==> src/rtl/divider_pkg.sv <==
// Shared constants and state encoding for the multi-cycle divider.
package divider_pkg;

    localparam int DIV_W = 32;
    localparam int CNT_W = 5;

    typedef enum logic [1:0] {
        IDLE = 2'b00,
        RUN  = 2'b01,
        DONE = 2'b10
    } div_state_t;

endpackage

==> src/rtl/adder_subtractor32bit.sv <==
// 32-bit ripple adder/subtractor. MuxSel=1 inverts B and injects the +1 of
// two's complement internally, so with C_in=0 the unit computes A-B and
// C_out=1 means no borrow (A >= B).
module adder_subtractor32bit (
    input  logic [31:0] A,
    input  logic [31:0] B,
    input  logic        MuxSel,
    input  logic        C_in,
    output logic [31:0] O,
    output logic        C_out
);

    logic [32:0] carry;
    logic [31:0] b_eff;

    assign carry[0] = C_in ^ MuxSel;

    // One full-adder cell per bit; carry ripples upward.
    generate
        for (genvar gi = 0; gi < 32; gi++) begin : g_bit
            assign b_eff[gi]     = B[gi] ^ MuxSel;
            assign O[gi]         = A[gi] ^ b_eff[gi] ^ carry[gi];
            assign carry[gi + 1] = (A[gi] & b_eff[gi]) | (carry[gi] & (A[gi] ^ b_eff[gi]));
        end
    endgenerate

    assign C_out = carry[32];

endmodule

==> src/rtl/restoring_divider32.sv <==
// Unsigned 32/32 restoring divider: one trial subtraction per cycle through a
// single shared adder/subtractor, 32 iterations per result.
module restoring_divider32
    import divider_pkg::*;
(
    input  logic             clk,
    input  logic             rst_n,
    input  logic             start,
    input  logic [DIV_W-1:0] Dividend,
    input  logic [DIV_W-1:0] Divisor,
    output logic             busy,
    output logic             done,
    output logic             div_by_zero,
    output logic [DIV_W-1:0] Quotient,
    output logic [DIV_W-1:0] Remainder
);

    div_state_t       state_q, state_d;
    logic [CNT_W-1:0] count_q, count_d;
    // Partial remainder. Its 33rd bit is always zero between iterations
    // (the remainder never reaches the divisor), so only 32 bits are stored.
    logic [DIV_W-1:0] r_q, r_d;
    // Starts holding the dividend; dividend bits leave at the top while
    // quotient bits enter at the bottom.
    logic [DIV_W-1:0] q_q, q_d;
    logic [DIV_W-1:0] divisor_q, divisor_d;
    logic [DIV_W-1:0] quot_q, quot_d;
    logic [DIV_W-1:0] rem_q, rem_d;
    logic             dbz_q, dbz_d;

    logic [DIV_W:0]   s_shift;
    logic [DIV_W-1:0] sub_o;
    logic             sub_cout;
    logic             qb;

    // Shifted partial remainder for this iteration.
    assign s_shift = {r_q, q_q[DIV_W-1]};

    adder_subtractor32bit u_addsub (
        .A      (s_shift[DIV_W-1:0]),
        .B      (divisor_q),
        .MuxSel (1'b1),
        .C_in   (1'b0),
        .O      (sub_o),
        .C_out  (sub_cout)
    );

    // A set top bit means S exceeds any 32-bit divisor, so the trial succeeds.
    assign qb = s_shift[DIV_W] | sub_cout;

    // Next-state: start capture, one restoring step per RUN cycle, result load.
    always_comb begin
        state_d   = state_q;
        count_d   = count_q;
        r_d       = r_q;
        q_d       = q_q;
        divisor_d = divisor_q;
        quot_d    = quot_q;
        rem_d     = rem_q;
        dbz_d     = dbz_q;
        case (state_q)
            IDLE: begin
                if (start) begin
                    divisor_d = Divisor;
                    r_d       = '0;
                    q_d       = Dividend;
                    count_d   = CNT_W'(DIV_W - 1);
                    dbz_d     = 1'b0;
                    if (Divisor == '0) begin
                        state_d = DONE;
                        quot_d  = '1;
                        rem_d   = Dividend;
                        dbz_d   = 1'b1;
                    end else begin
                        state_d = RUN;
                    end
                end
            end
            RUN: begin
                r_d     = qb ? sub_o : s_shift[DIV_W-1:0];
                q_d     = {q_q[DIV_W-2:0], qb};
                count_d = count_q - CNT_W'(1);
                if (count_q == '0) begin
                    state_d = DONE;
                    quot_d  = {q_q[DIV_W-2:0], qb};
                    rem_d   = qb ? sub_o : s_shift[DIV_W-1:0];
                end
            end
            DONE: begin
                state_d = IDLE;
            end
            default: begin
                state_d = IDLE;
            end
        endcase
    end

    // State registers; reset discards any in-flight division.
    always_ff @(posedge clk or negedge rst_n) begin
        if (!rst_n) begin
            state_q   <= IDLE;
            count_q   <= '0;
            r_q       <= '0;
            q_q       <= '0;
            divisor_q <= '0;
            quot_q    <= '0;
            rem_q     <= '0;
            dbz_q     <= 1'b0;
        end else begin
            state_q   <= state_d;
            count_q   <= count_d;
            r_q       <= r_d;
            q_q       <= q_d;
            divisor_q <= divisor_d;
            quot_q    <= quot_d;
            rem_q     <= rem_d;
            dbz_q     <= dbz_d;
        end
    end

    assign busy        = (state_q == RUN);
    assign done        = (state_q == DONE);
    assign div_by_zero = dbz_q;
    assign Quotient    = quot_q;
    assign Remainder   = rem_q;

endmodule

==> config.mk <==
export PLATFORM = sky130hd
export DESIGN_NAME = restoring_divider32
export DESIGN_NICKNAME = d
export VERILOG_FILES = /design/src/rtl/divider_pkg.sv /design/src/rtl/adder_subtractor32bit.sv /design/src/rtl/restoring_divider32.sv
export SDC_FILE = /design/constraint.sdc
export NUM_CORES = 1
export LEC_CHECK = 0
export ABC_AREA = 1
export CAP_MARGIN = 20
export CORE_MARGIN = 5
export CORE_UTILIZATION = 37
export DETAILED_ROUTE_END_ITERATION = 8
export PLACE_DENSITY = 0.61
export SLEW_MARGIN = 40
export SYNTH_ARGS = -nofsm -noshare
export SYNTH_HDL_FRONTEND = slang
export SYNTH_HIERARCHICAL = 1
export SYNTH_SLANG_ARGS = --single-unit
==> constraint.sdc <==
create_clock -name clk -period 12.8 [get_ports clk]
set_clock_uncertainty 0.2 [all_clocks]
set_input_delay 3.2 -clock clk [delete_from_list [all_inputs] [get_ports clk]]
set_output_delay 3.2 -clock clk [all_outputs]
set_load 0.03 [all_outputs]
# After elaboration in Yosys (flattened, before gate mapping)

Index checks and enable logic that the tools add are counted.

Bits in registers: 168
Bits of input ports: 67
Logic and storage cells: 234

Reduce and logical (&&, ||, !) cells: 8
Add/subtract/negate cells: 1
Bitwise gates (word level): 192
Muxes and demuxes: 20
Equal/unequal tests: 5

Operators by type and width:

| operator              | number |
|---|---|
| $mux W32              | 9 |
| $pmux W32 S2          | 4 |
| $and A1 B1 Y1         | 63 |
| $xor A1 B1 Y1         | 63 |
| $not A1 Y1            | 33 |
| $or A1 B1 Y1          | 33 |
| $logic_not A32 Y1     | 1 |
| $pmux W5 S2           | 1 |
| $mux W2               | 3 |
| $reduce_and A2 Y1     | 3 |
| $logic_not A5 Y1      | 1 |
| $mux W5               | 1 |
| $sub A5 B1 Y5 const B | 1 |
| $ne A2 B2 Y1 const B  | 2 |
| $pmux W2 S2           | 1 |
| $reduce_and A4 Y1     | 1 |
| $eq A2 B1 Y1 const B  | 1 |
| $eq A2 B2 Y1 const B  | 1 |
| $logic_not A2 Y1      | 1 |
| $ne A2 B1 Y1 const B  | 1 |
| $reduce_bool A2 Y1    | 1 |
| $mux W1               | 1 |

# Logic depth before layout (Yosys ltp)

Gate-level depths: netlist of run 1.

Depth in word-level cells: 69
Mapped depth: 50

# Cells and area by module

Netlist of run 1, hierarchy kept.

By module, submodules not included:

| module                | instances | cells an instance | area each (um^2) | sequential area each (um^2) |
|---|---|---|---|---|
| restoring_divider32   | 1         | 967               | 7602.3           | 4204.0 |
| adder_subtractor32bit | 1         | 232               | 1466.4           | 0.0 |

# Least setup slack after synthesis of run 1

OpenSTA, ideal clock, no wires.

Path kind: reg-to-reg
From: register divisor_q[0]
To: register rem_q[13], in the netlist Remainder[13]
Setup slack: -178 ps
Buffers on the path: 1
Period minus slack after synthesis: 12978 ps
Stages on the path, launching flop included: 49
Arrival: 12712 ps
Setup time: 66 ps
Required time: 12534 ps
Path through: dfrtp_1 -> inv_1 -> nand2_1 -> nand2_1 -> fa_1 -> fa_1 -> inv_1 -> fa_1 -> fa_1 -> fa_1 -> fa_1 -> fa_1 -> fa_1 -> fa_1 -> fa_1 -> fa_1 -> fa_1 -> fa_1 -> [13 not listed] -> fa_1 -> fa_1 -> fa_1 -> fa_1 -> fa_1 -> fa_1 -> fa_1 -> inv_1 -> fa_1 -> inv_1 -> nand2_1 -> nand2_1 -> buf_4 -> nor2_1 -> a21oi_1 -> nand2_1 -> nand3_1 -> nand2_1

Word-level cells in the longest chain between the ends: 69

RTL lines:

| element                                        | RTL line                    | source |
|---|---|---|
| start, declared                                | restoring_divider32.sv:26   | `logic [DIV_W-1:0] divisor_q, divisor_d;` |
| start signal, assigned                         | restoring_divider32.sv:114  | `divisor_q <= divisor_d;` |
| $not A1 Y1 (no line) (*)                       | n/a                         |  |
| $and A1 B1 Y1 or $xor A1 B1 Y1 (tied branches) | adder_subtractor32bit.sv:23 | `assign carry[gi + 1] = (A[gi] & b_eff[gi]) \| (carry[gi] & (A[gi] ^ b_eff[gi]));` |
| $or A1 B1 Y1 (*)                               | adder_subtractor32bit.sv:23 |  |
| $and A1 B1 Y1 (*)                              | adder_subtractor32bit.sv:23 |  |
| $or A1 B1 Y1 (*)                               | adder_subtractor32bit.sv:23 |  |
| $and A1 B1 Y1 (*)                              | adder_subtractor32bit.sv:23 |  |
| $or A1 B1 Y1 (*)                               | adder_subtractor32bit.sv:23 |  |
| $and A1 B1 Y1 (*)                              | adder_subtractor32bit.sv:23 |  |
| [54 not listed]                                | n/a                         |  |
| $or A1 B1 Y1 (*)                               | adder_subtractor32bit.sv:23 |  |
| $and A1 B1 Y1 (*)                              | adder_subtractor32bit.sv:23 |  |
| $or A1 B1 Y1 (*)                               | adder_subtractor32bit.sv:23 |  |
| net sub_cout                                   | restoring_divider32.sv:33   | `logic sub_cout;` |
| $or A1 B1 Y1 (*)                               | restoring_divider32.sv:49   | `assign qb = s_shift[DIV_W] \| sub_cout;` |
| $mux W32 (*)                                   | restoring_divider32.sv:86   | `rem_d = qb ? sub_o : s_shift[DIV_W-1:0];` |
| $mux W32 (*)                                   | restoring_divider32.sv:83   | `if (count_q == '0) begin` |
| $pmux W32 S2 (*)                               | restoring_divider32.sv:61   | `case (state_q)` |
| end signal, assigned                           | restoring_divider32.sv:116  | `rem_q <= rem_d;` |
| end, declared                                  | restoring_divider32.sv:28   | `logic [DIV_W-1:0] rem_q, rem_d;` |

The timed path passes the listed nets; every way through them passes the cells marked *. The select of a mux whose other input is x is not followed.
A chain may end at the register's enable or synchronous reset.

# Worst setup path after layout of run 1

From: register divisor_q[0]
To: register rem_q[10], in the netlist Remainder[10]

The elaborated chain is that of the path after synthesis.

==> results of run 1 <==
-- worst max-delay path, delay by kind of cell, from the launching register on --
kind            cells  cell delay, ns
fa+ha+maj          32           10.44
flops               1            0.37
compound gates      1            0.19
simple gates        7            0.55
buf+inv             7            0.57
-- routing by layer --
layer  track usage  part of all wire  vias to the layer above
met3        0.0277             0.039                       28
li1              -                 -                     3852
met5             0                 0                        -
met2         0.269              0.45                      168
met1         0.258              0.49                     3542
met4        0.0580             0.021                        0
-- flip-flops by register name (all words and copies together), names as in the netlist --
| register | cells |
|---|---|
| Quotient | 32 |
| Remainder | 32 |
| divisor_q | 32 |
| q_q | 32 |
| r_q | 32 |
| count_q | 5 |
| state_q | 2 |
| div_by_zero | 1 |
-- cells in the final DEF, fill, tap and decap left out, types with 3 or more instances in the layout --
cell / n
nor2_2: 5
inv_6: 3
o21ai_0: 53
o21ai_1: 12
buf_12: 3
inv_1: 164
clkbuf_16: 18
buf_16: 5
o211ai_1: 4
conb_1: 3
nand3_1: 71
nor2_4: 5
clkdlybuf4s50_1: 132
nand2_2: 6
clkinv_2: 3
a21oi_1: 12
dfrtp_1: 168
buf_4: 26
inv_2: 7
a21oi_2: 15
a21oi_4: 5
fa_2: 30
nand2_1: 517
nor2_1: 49
-- cells by family after synthesis --
kind of cell,after synthesis,synth area share
adders and majority gates,33,0.0720
buffers and inverters,235,0.119
other,2,0.000828
DFF,168,0.464
AOI/OAI and AO/OA,105,0.0602
and+or+nand+nor,656,0.284
-- stage by stage --
step           std cells  utilization  hold slack (ns)
6_report            1664        0.481            0.269
3_3_place_gp        1621        0.440            0.256
3_5_place_dp        1624        0.444            0.258
4_1_cts             1663        0.479            0.275
2_1_floorplan       1200            -            0.264
5_1_grt             1664        0.481            0.287
-- where the power goes --
group	internal [mW]	total [mW]	switching, mW
combinational	0.737	1.92	1.18
sequential	0.780	0.940	0.160
clock	0.290	0.514	0.224
total	1.81	3.37	1.57
-- area by class of cell --
cell class / count / area (µm²)
Sequential cell: 168 / 4200
Multi-Input combinational cell: 798 / 4060
Clock inverter: 13 / 145
Inverter: 173 / 659
Fill cell: 2438 / 12600
Tap cell: 324 / 405
Timing Repair Buffer: 169 / 1770
Clock buffer: 19 / 433
-- path summary, 6_finish.rpt --
check | start | end | slack, ns
min | Remainder[8] | Remainder[8] | 0.27
max in group asynchronous | rst_n | count_q[4] | 9.02
max | divisor_q[0] | Remainder[10] | 0.35
max reg2reg | divisor_q[0] | Remainder[10] | 0.35
min in group asynchronous | rst_n | Remainder[17] | 2.43
min reg2reg | Remainder[8] | Remainder[8] | 0.27
-- repair_timing --
action | in CTS | in global routing
setup endpoints to repair | 66 | 66
gates cloned | 4 | 0
buffers inserted | 3 | 0
resized for setup | 45 | 17
pin swaps | 4 | 7
==> results by group, run 1 <==
Floorplan
  – Top-Level Pins: 134
  – Die span in x: 167 µm
  – Die Span Y: 167 µm
  – Effective utilization at floorplan: 0.374
  – Die area: 27700 µm²
  – Rows: 57
  – Core area: 24200 µm²

Logic synthesis
  – Synth top cells by count: nand2_1, dfrtp_1, inv_1, nand3_1, nor2_1
  – Post-synth EDFFs: 0
  – Primary FF master, synth: dfrtp_1
  – Synth Cell Area: 9070 µm²
  – Synth async-reset ratio: 1.00
  – Most numerous cell in the Yosys netlist: nand2_1
  – Avg Cell Area, Syn: 7.56 µm²
  – Top post-synthesis cells by area: dfrtp_1, nand2_1, fa_1
  – Syn. warnings: 6
  – FF+latch count, synth: 168
  – Seq/Total Area, Yosys: 0.464
  – Distinct cells, synth: 26
  – Synth area leader: dfrtp_1
  – Top-area cell type share of the netlist area: 0.464
  – Post-Syn Instances: 1199

Critical path
  – Worst reg2reg path depth: 47
  – Crit path DAT: 12.57 ns
  – Crit-path max cell delay: 0.38 ns
  – Worst setup EP type: flip-flop
  – Setup CP Type: flip-flop to flip-flop
  – Most used cell, CP: fa_2
  – Worst path slowest cell: fa_2
  – Crit path max fanout: 8
  – Nature of the critical path startpoint: flip-flop
  – Req. time, crit path: 12.92 ns

Layout
  – Share of layout cells above drive strength 1: 0.109
  – Area grow syn2layout: 28.7%
  – Final-stage net count: 1427
  – Number of antenna diodes: 0
  – Post-Layout Inst Area: 11700 µm²

Route
  – 1st-pass router iterations: 5
  – Drt drc: 0
  – Post-route ant nets: 0
  – Drt total wl: 24100 µm
  – Mean number of vias per cell: 4.56
  – Vias: 7590
  – DRT iter0 DRCs: 497
  – DR WL/cell: 14.5 µm

Timing
  – Setup TNS Final: 0 ns
  – Worst-margin pin slew: 0.799 ns
  – Worst Setup Slack, final: 0.351 ns
  – Final min period: 12.45 ns
  – Fmax: 80.3 MHz
  – Final Hold Vio Count: 0
  – Final Cycle Share: 0.973
  – Max-slew headroom: 0.467
  – RSZ-0062 raised after global routing: true
  – Final Max Slew Viols: 0
  – Finish-stage setup viols: 0

Power and ir drop
  – Cell area power density: 289 nW/µm²
  – Static Leak: 6.05 nW
  – Final Power: 3.37 mW
  – Worst VDD drop: 104 µV

Place
  – Pre-CTS setup slack: -0.688 ns
  – Placer congestion estimate: 0.825
  – Placed cell area: 10800 µm²
  – IO Port Bufs: 133
  – Detail Placement HPWL: 16400 µm

Clock tree
  – Hold-fix buffers at CTS: 0
  – Worst-path clk slew: 0.07 ns
  – Root Buffer: clkbuf_16
  – Clk buf depth: 2
  – CTS tree: done
  – H-Tree Depth: 4
  – CTS sink cnt: 168
  – Num CTS Buffers: 17
  – Clock latency on the worst-skew pair: 0.43 ns

Global route
  – First-pass GRT wire length: 39700 µm
  – Largest net degree at the start of global routing: 107
  – GRT Overall Usage: 0.176
  – Initial antenna violation count: 0
  – Grt ovf: 0
  – Vias in the first global route: 7366

Worst hold path
  – Hold depth: 2
  – Hold crit path type: flip-flop to flip-flop

Outcome
  – Status: complete, no violations

Flow run
  – MaxCap Viol Count: 0
No activity file was read; power rests on OpenSTA's default activity.
==> inputs of run 2 (changes only) <==
Settings changed: GPL_TIMING_DRIVEN from default to 0, PLACE_DENSITY 0.61 to 0.59.
Clock period 12.8 ns to 16 ns, I/O delays scaled along.
==> results by group, run 2 (synthesis results as in run 1) <==
Clock tree
  – Root Buffer: clkbuf_16 (unchanged)
  – Clk buf depth: 2 (unchanged)
  – H-Tree Depth: 4 (unchanged)
  – Worst-path clk slew: 0.07 ns (about the same)
  – Gates resized, CTS repair: 0 (was 45)
  – CTS sink cnt: 168 (unchanged)
  – Setup bufs post-CTS: 0 (was 3)
  – Hold-fix buffers at CTS: 0 (unchanged)
  – Clock latency on the worst-skew pair: 0.43 ns (about the same)
  – Num CTS Buffers: 17 (unchanged)
  – CTS tree: done (unchanged)

Power and ir drop
  – Psw: 1.20 mW (was 1.57 mW)
  – Final Power: 2.54 mW (was 3.37 mW)
  – Static Leak: 6.05 nW (about the same)
  – Gate power share: 0.555 (was 0.569)
  – Worst VDD drop: 74.7 µV (was 104 µV)
  – Cell area power density: 223 nW/µm² (was 289 nW/µm²)
  – Seq pwr share: 0.292 (was 0.279)
  – Clock share of power: 0.152 (about the same)
  – Internal power: 1.34 mW (was 1.81 mW)
  – Sw Share: 0.474 (was 0.465)

Timing
  – Final min period: 13.97 ns (was 12.45 ns)
  – Worst Setup Slack, final: 2.03 ns (was 0.351 ns)
  – RSZ-0062 raised after global routing: false (was true)
  – Worst-margin pin slew: 0.559 ns (was 0.799 ns)
  – Final Cycle Share: 0.873 (was 0.973)
  – Max-slew headroom: 0.627 (was 0.467)
  – Final Max Slew Viols: 0 (unchanged)
  – Setup TNS Final: 0 ns (unchanged)
  – Fmax: 71.6 MHz (was 80.3 MHz)
  – Finish-stage setup viols: 0 (unchanged)
  – Final Hold Vio Count: 0 (unchanged)

Route
  – DR WL/cell: 14.9 µm (was 14.5 µm)
  – Mean number of vias per cell: 4.59 (was 4.56)
  – Drt total wl: 25100 µm (was 24100 µm)
  – Drt drc: 0 (unchanged)
  – DRT iter0 DRCs: 569 (was 497)
  – 1st-pass router iterations: 5 (unchanged)
  – Vias: 7765 (was 7590)
  – Post-route ant nets: 0 (unchanged)

Place
  – IO Port Bufs: 133 (unchanged)
  – Detail Placement HPWL: 19400 µm (was 16400 µm)
  – Pre-CTS setup slack: 2.01 ns (was -0.688 ns)
  – Placer congestion estimate: 0.857 (was 0.825)

Critical path
  – Req. time, crit path: 16.12 ns (was 12.92 ns)
  – Worst path slowest cell: fa_1 (was fa_2)
  – Most used cell, CP: fa_1 (was fa_2)
  – Nature of the critical path startpoint: flip-flop (unchanged)
  – Crit-path max cell delay: 0.45 ns (was 0.38 ns)
  – Worst setup EP type: flip-flop (unchanged)
  – Crit path DAT: 14.08 ns (was 12.57 ns)
  – Crit path max fanout: 10 (was 8)
  – Setup CP Type: flip-flop to flip-flop (unchanged)

Layout
  – Number of antenna diodes: 0 (unchanged)
  – Final Util: 0.470 (was 0.481)
  – Share of layout cells above drive strength 1: 0.0666 (was 0.109)
  – Most frequent cells in the layout: nand2_1, dfrtp_1, inv_1 (unchanged)
  – Area grow syn2layout: 25.8% (was 28.7%)
  – Final-stage net count: 1454 (was 1427)
  – Commonest non-fill, non-tap cell in the layout: nand2_1 (unchanged)

Floorplan
  – Core area: 24200 µm² (unchanged)
  – Top-Level Pins: 134 (unchanged)
  – Die span in x: 167 µm (unchanged)
  – Die area: 27700 µm² (unchanged)
  – Die Span Y: 167 µm (unchanged)
  – Rows: 57 (unchanged)
  – Effective utilization at floorplan: 0.374 (unchanged)

Global route
  – First-pass GRT wire length: 41200 µm (was 39700 µm)
  – GRT Overall Usage: 0.184 (was 0.176)
  – Grt ovf: 0 (unchanged)
  – Initial antenna violation count: 0 (unchanged)
  – Vias in the first global route: 7736 (was 7366)
  – Largest net degree at the start of global routing: 70 (was 107)

Outcome
  – Status: complete, no violations (unchanged)

Flow run
  – MaxCap Viol Count: 0 (unchanged)

Worst hold path
  – Hold crit path type: flip-flop to flip-flop (unchanged)
==> run 2: cell types whose count changed in the layout (fill, tap and decap cells not counted), sizes merged <==
cell / previous run / this run
bufinv: 2 / 0
buf: 36 / 49
clkinvlp: 2 / 4
clkinv: 5 / 4
clkbuf: 20 / 35
nor2: 59 / 58
==> run 2: layout make-up <==
cell class,instances,area [µm²]
plain buffers,62,424
clock buffers,19,443
clock inverters,12,95.1
fillers,2483,12800
inverters,173,657
multi-input cells,797,3790
flip-flops and latches,168,4200
well taps,324,405
repair buffers,135,1390
==> run 2: final timing paths <==
check	startpoint	end	slack, ns	depth (start not counted)
worst max-delay path	divisor_q[0]	Remainder[22]	2.03	47
worst min-delay path	Quotient[21]	Quotient[21]	0.27	2
worst max register to register	divisor_q[0]	Remainder[22]	2.03	47
worst min register to register	Quotient[21]	Quotient[21]	0.27	2
max in group asynchronous	rst_n	divisor_q[20]	11.33	3
min in group asynchronous	rst_n	Quotient[8]	3.25	1
==> run 2: power groups by stage <==
stage	registers, mW	clock network, mW	logic (mW)
after global routing	0.765	0.413	1.61
final	0.742	0.387	1.41
after CTS	0.742	0.393	1.43
after global placement	0.745	0	1.39
after detailed placement	0.749	0	1.42
after floorplan	0.870	0	0.821
==> run 2: per-layer routing <==
| metal | GRT usage | wire, µm | vias up |
|---|---|---|---|
| met3 | 0.0322 | 1120 | 19 |
| met4 | 0.0356 | 276 | 0 |
| met5 | 0 | 0 | - |
| li1 | - | - | 3892 |
| met2 | 0.298 | 11700 | 200 |
| met1 | 0.262 | 12100 | 3654 |
==> run 2: critical path, delay by kind of cell (launching register included) <==
kind | cells | cell delay [ns]
flops | 1 | 0.40
simple gates | 7 | 0.60
compound gates | 1 | 0.33
fa+ha+maj | 32 | 11.78
buf+inv | 7 | 0.55
==> run 2: through the flow <==
stage	hold WS (ns)	cell area [µm²]	instances
after floorplan	0.264	9070	1200
after global routing	0.294	11400	1690
final	0.270	11400	1690
after global placement	0.255	10800	1657
after detailed placement	0.259	10900	1659
after CTS	0.276	11400	1690
==> RTL edit: new RTL, config.mk and constraints of run 1 <==
Take the reset off `r_q` and `q_q` and load them in a clocked block of their own.
--- a/src/rtl/restoring_divider32.sv
+++ b/src/rtl/restoring_divider32.sv
@@ -100,8 +100,6 @@
         if (!rst_n) begin
             state_q   <= IDLE;
             count_q   <= '0;
-            r_q       <= '0;
-            q_q       <= '0;
             divisor_q <= '0;
             quot_q    <= '0;
             rem_q     <= '0;
@@ -109,13 +107,16 @@
         end else begin
             state_q   <= state_d;
             count_q   <= count_d;
-            r_q       <= r_d;
-            q_q       <= q_d;
             divisor_q <= divisor_d;
             quot_q    <= quot_d;
             rem_q     <= rem_d;
             dbz_q     <= dbz_d;
         end
+    end
+
+    always_ff @(posedge clk) begin
+        r_q <= r_d;
+        q_q <= q_d;
     end
 
     assign busy        = (state_q == RUN);
Formal check against the unedited RTL: same outputs for any inputs over 4 cycles, from zero or initial values and one cycle with rst_n low; that may be too few to reach the edited logic, so the function may still have changed.
==> RTL edit against run 1 <==
Wire length fell by 8.5%. Sequential cell count is the same. Synthesized area down 1.4%. Global-route usage shrank 1.1 points. Critical path depth did not move. Count of clock-buffer cells in the layout shrank 1. Worst setup slack better by 0.0096 ns. Design area decreased by 1.9%. Power rose by 2.4%. Critical path type unchanged.
==> RTL edit: results (changes against run 1) <==
outcome=completed; global-route wire length before repair=35,500 um (-11%); CP peak stage delay=0.42 ns (+0.04 ns); initial antenna violation count=0 (unchanged); Synthesis Warnings=6 (unchanged); ys async rst share=0.619 (-0.381); post-synthesis sequential area ratio=0.506 (+0.0422); CP arrival=12.56 ns (about the same); hold depth=2 (unchanged); largest net degree at the start of global routing=72 (-33%); DR pass1 iterations=5 (unchanged); Leak=5.46 nW (-9.8%); Crit-path slowest cell=fa_2; Post-Syn Area per Cell=8.36 um^2 (+11%); Hold/Removal Path Class=reg -> reg; worst reg2reg path depth=47 (unchanged); latest clock arrival within the worst-skew pair=0.43 ns (about the same); Post-synth EDFFs=64 (+64); Buffers on Ports=133 (unchanged); vias in the first global route=6,686 (-9.2%); mean routed wirelength per cell=14.5 um (-0.12%); Root Driver=clkbuf_16; Synth area leaders=dfrtp_1 29%, edfxtp_1 21%, nand2_1 15%; FF-to-FF Start=divisor_q[0]$_DFFE_PN0P_; Hold EP=Quotient[12]$_DFFE_PN0P_; Post-synth top cells=369 x nand2_1, 200 x inv_1, 104 x dfrtp_1, 70 x nand3_1, 64 x edfxtp_1; crit-path max FO=8 (unchanged); drt via density=4.52 (-0.81%); CTS buffer count=17 (unchanged); DRT iter0 DRCs=485 (-2.4%); Clock transition at path regs=0.06 ns; placer congestion estimate=0.790 (-4.3%); number of library cell types mapped by synthesis=28 (+7.7%); Max-slew headroom=0.476 (+0.00931); share of cells above drive strength 1=0.0950 (-0.0140); worst ir drop on vdd=0.122 mV (+18%); maximum root-to-sink buffer count=2 (unchanged); Reg2Reg Capture Point=Remainder[5]$_DFFE_PN0P_; ant diodes=0 (unchanged); Global Route Usage Sum=0.165 (-0.0115); post-detail-place hpwl=15,400 um (-6.1%); reg-to-reg setup timing slack=0.36 ns; HP Start=Quotient[12]$_DFFE_PN0P_; Final #Nets=1,287 (-9.8%); Layout Cells excl Fill=1,524 (-8.4%); # H-tree levels=4 (unchanged); fillers=2,364 (-3.0%); Cell Count Post-Placement=1,489 (-8.3%)
[RTL edit: worst max-delay path by stage]
| stage | from | end | slack, ns | cells past startpoint |
|---|---|---|---|---|
| floorplan | divisor_q[0]$_DFFE_PN0P_ | Remainder[14]$_DFFE_PN0P_ | 0.02 | 47 |
| global placement | divisor_q[0]$_DFFE_PN0P_ | Remainder[3]$_DFFE_PN0P_ | -0.45 | 46 |
| detailed placement | divisor_q[0]$_DFFE_PN0P_ | Remainder[15]$_DFFE_PN0P_ | -0.45 | 46 |
| CTS | divisor_q[0]$_DFFE_PN0P_ | Remainder[9]$_DFFE_PN0P_ | 0.0002 | 47 |
| global route | divisor_q[0]$_DFFE_PN0P_ | Remainder[26]$_DFFE_PN0P_ | -0.02 | 47 |
| finish | divisor_q[0]$_DFFE_PN0P_ | Remainder[5]$_DFFE_PN0P_ | 0.36 | 47 |
[RTL edit: critical path, delay by kind of cell, from the launching register on]
family / cells / cell delay [ns]
adder cells (fa/ha/maj): 32 / 10.50
buffers and inverters: 7 / 0.55
flip-flops: 1 / 0.38
AO/OA/AOI/OAI: 1 / 0.12
AND/OR/NAND/NOR: 7 / 0.56
[RTL edit: logic make-up (layout without fill, tap and decap cells)]
family	count (synthesis)	in the layout	share of synthesized area
AND/OR/NAND/NOR	502	502	0.223
other	2	3	0.000840
AO/OA/AOI/OAI	105	105	0.0733
flip-flops	168	168	0.506
adder cells (fa/ha/maj)	33	33	0.0730
buffers and inverters	260	389	0.124
[RTL edit: metrics by stage]
stage | hold WS, ns | setup TNS (ns) | util | setup slack [ns]
2_1_floorplan | 0.263 | 0 | - | 0.0201
3_3_place_gp | 0.255 | -24.02 | 0.438 | -0.447
3_5_place_dp | 0.258 | -25.12 | 0.441 | -0.451
6_report | 0.268 | 0 | 0.476 | 0.360
5_1_grt | 0.291 | -0.0952 | 0.476 | -0.0164
4_1_cts | 0.274 | 0 | 0.471 | 0.000150
[RTL edit: power breakdown]
part,internal [W],switching [W]
sequential,0.000911,0.000149
combinational,0.000693,0.00113
clock,0.000349,0.000221
[RTL edit: layout make-up]
| cell class | instances | area share |
|---|---|---|
| clock buffer | 18 | 0.0375 |
| tap | 324 | 0.0354 |
| sequential | 168 | 0.395 |
| inverter | 204 | 0.0675 |
| timing repair buffer | 153 | 0.140 |
| multi-input combinational | 643 | 0.305 |
| clock inverter | 14 | 0.0193 |
[RTL edit: metal layers]
metal	global-route usage	routed length (um)	up-vias
met5	0	0	-
met3	0.0375	1210	21
met1	0.243	10700	3200
met2	0.248	9800	141
met4	0.0386	320	0
li1	-	-	3533
[RTL edit: timing repair]
item,in CTS,in global routing
buffers inserted,0,1
endpoints found under the setup margin,66,66
pin swaps,0,3
hold endpoints to repair,0,0
hold buffers,0,0
cloned,1,1
resized for setup,16,30
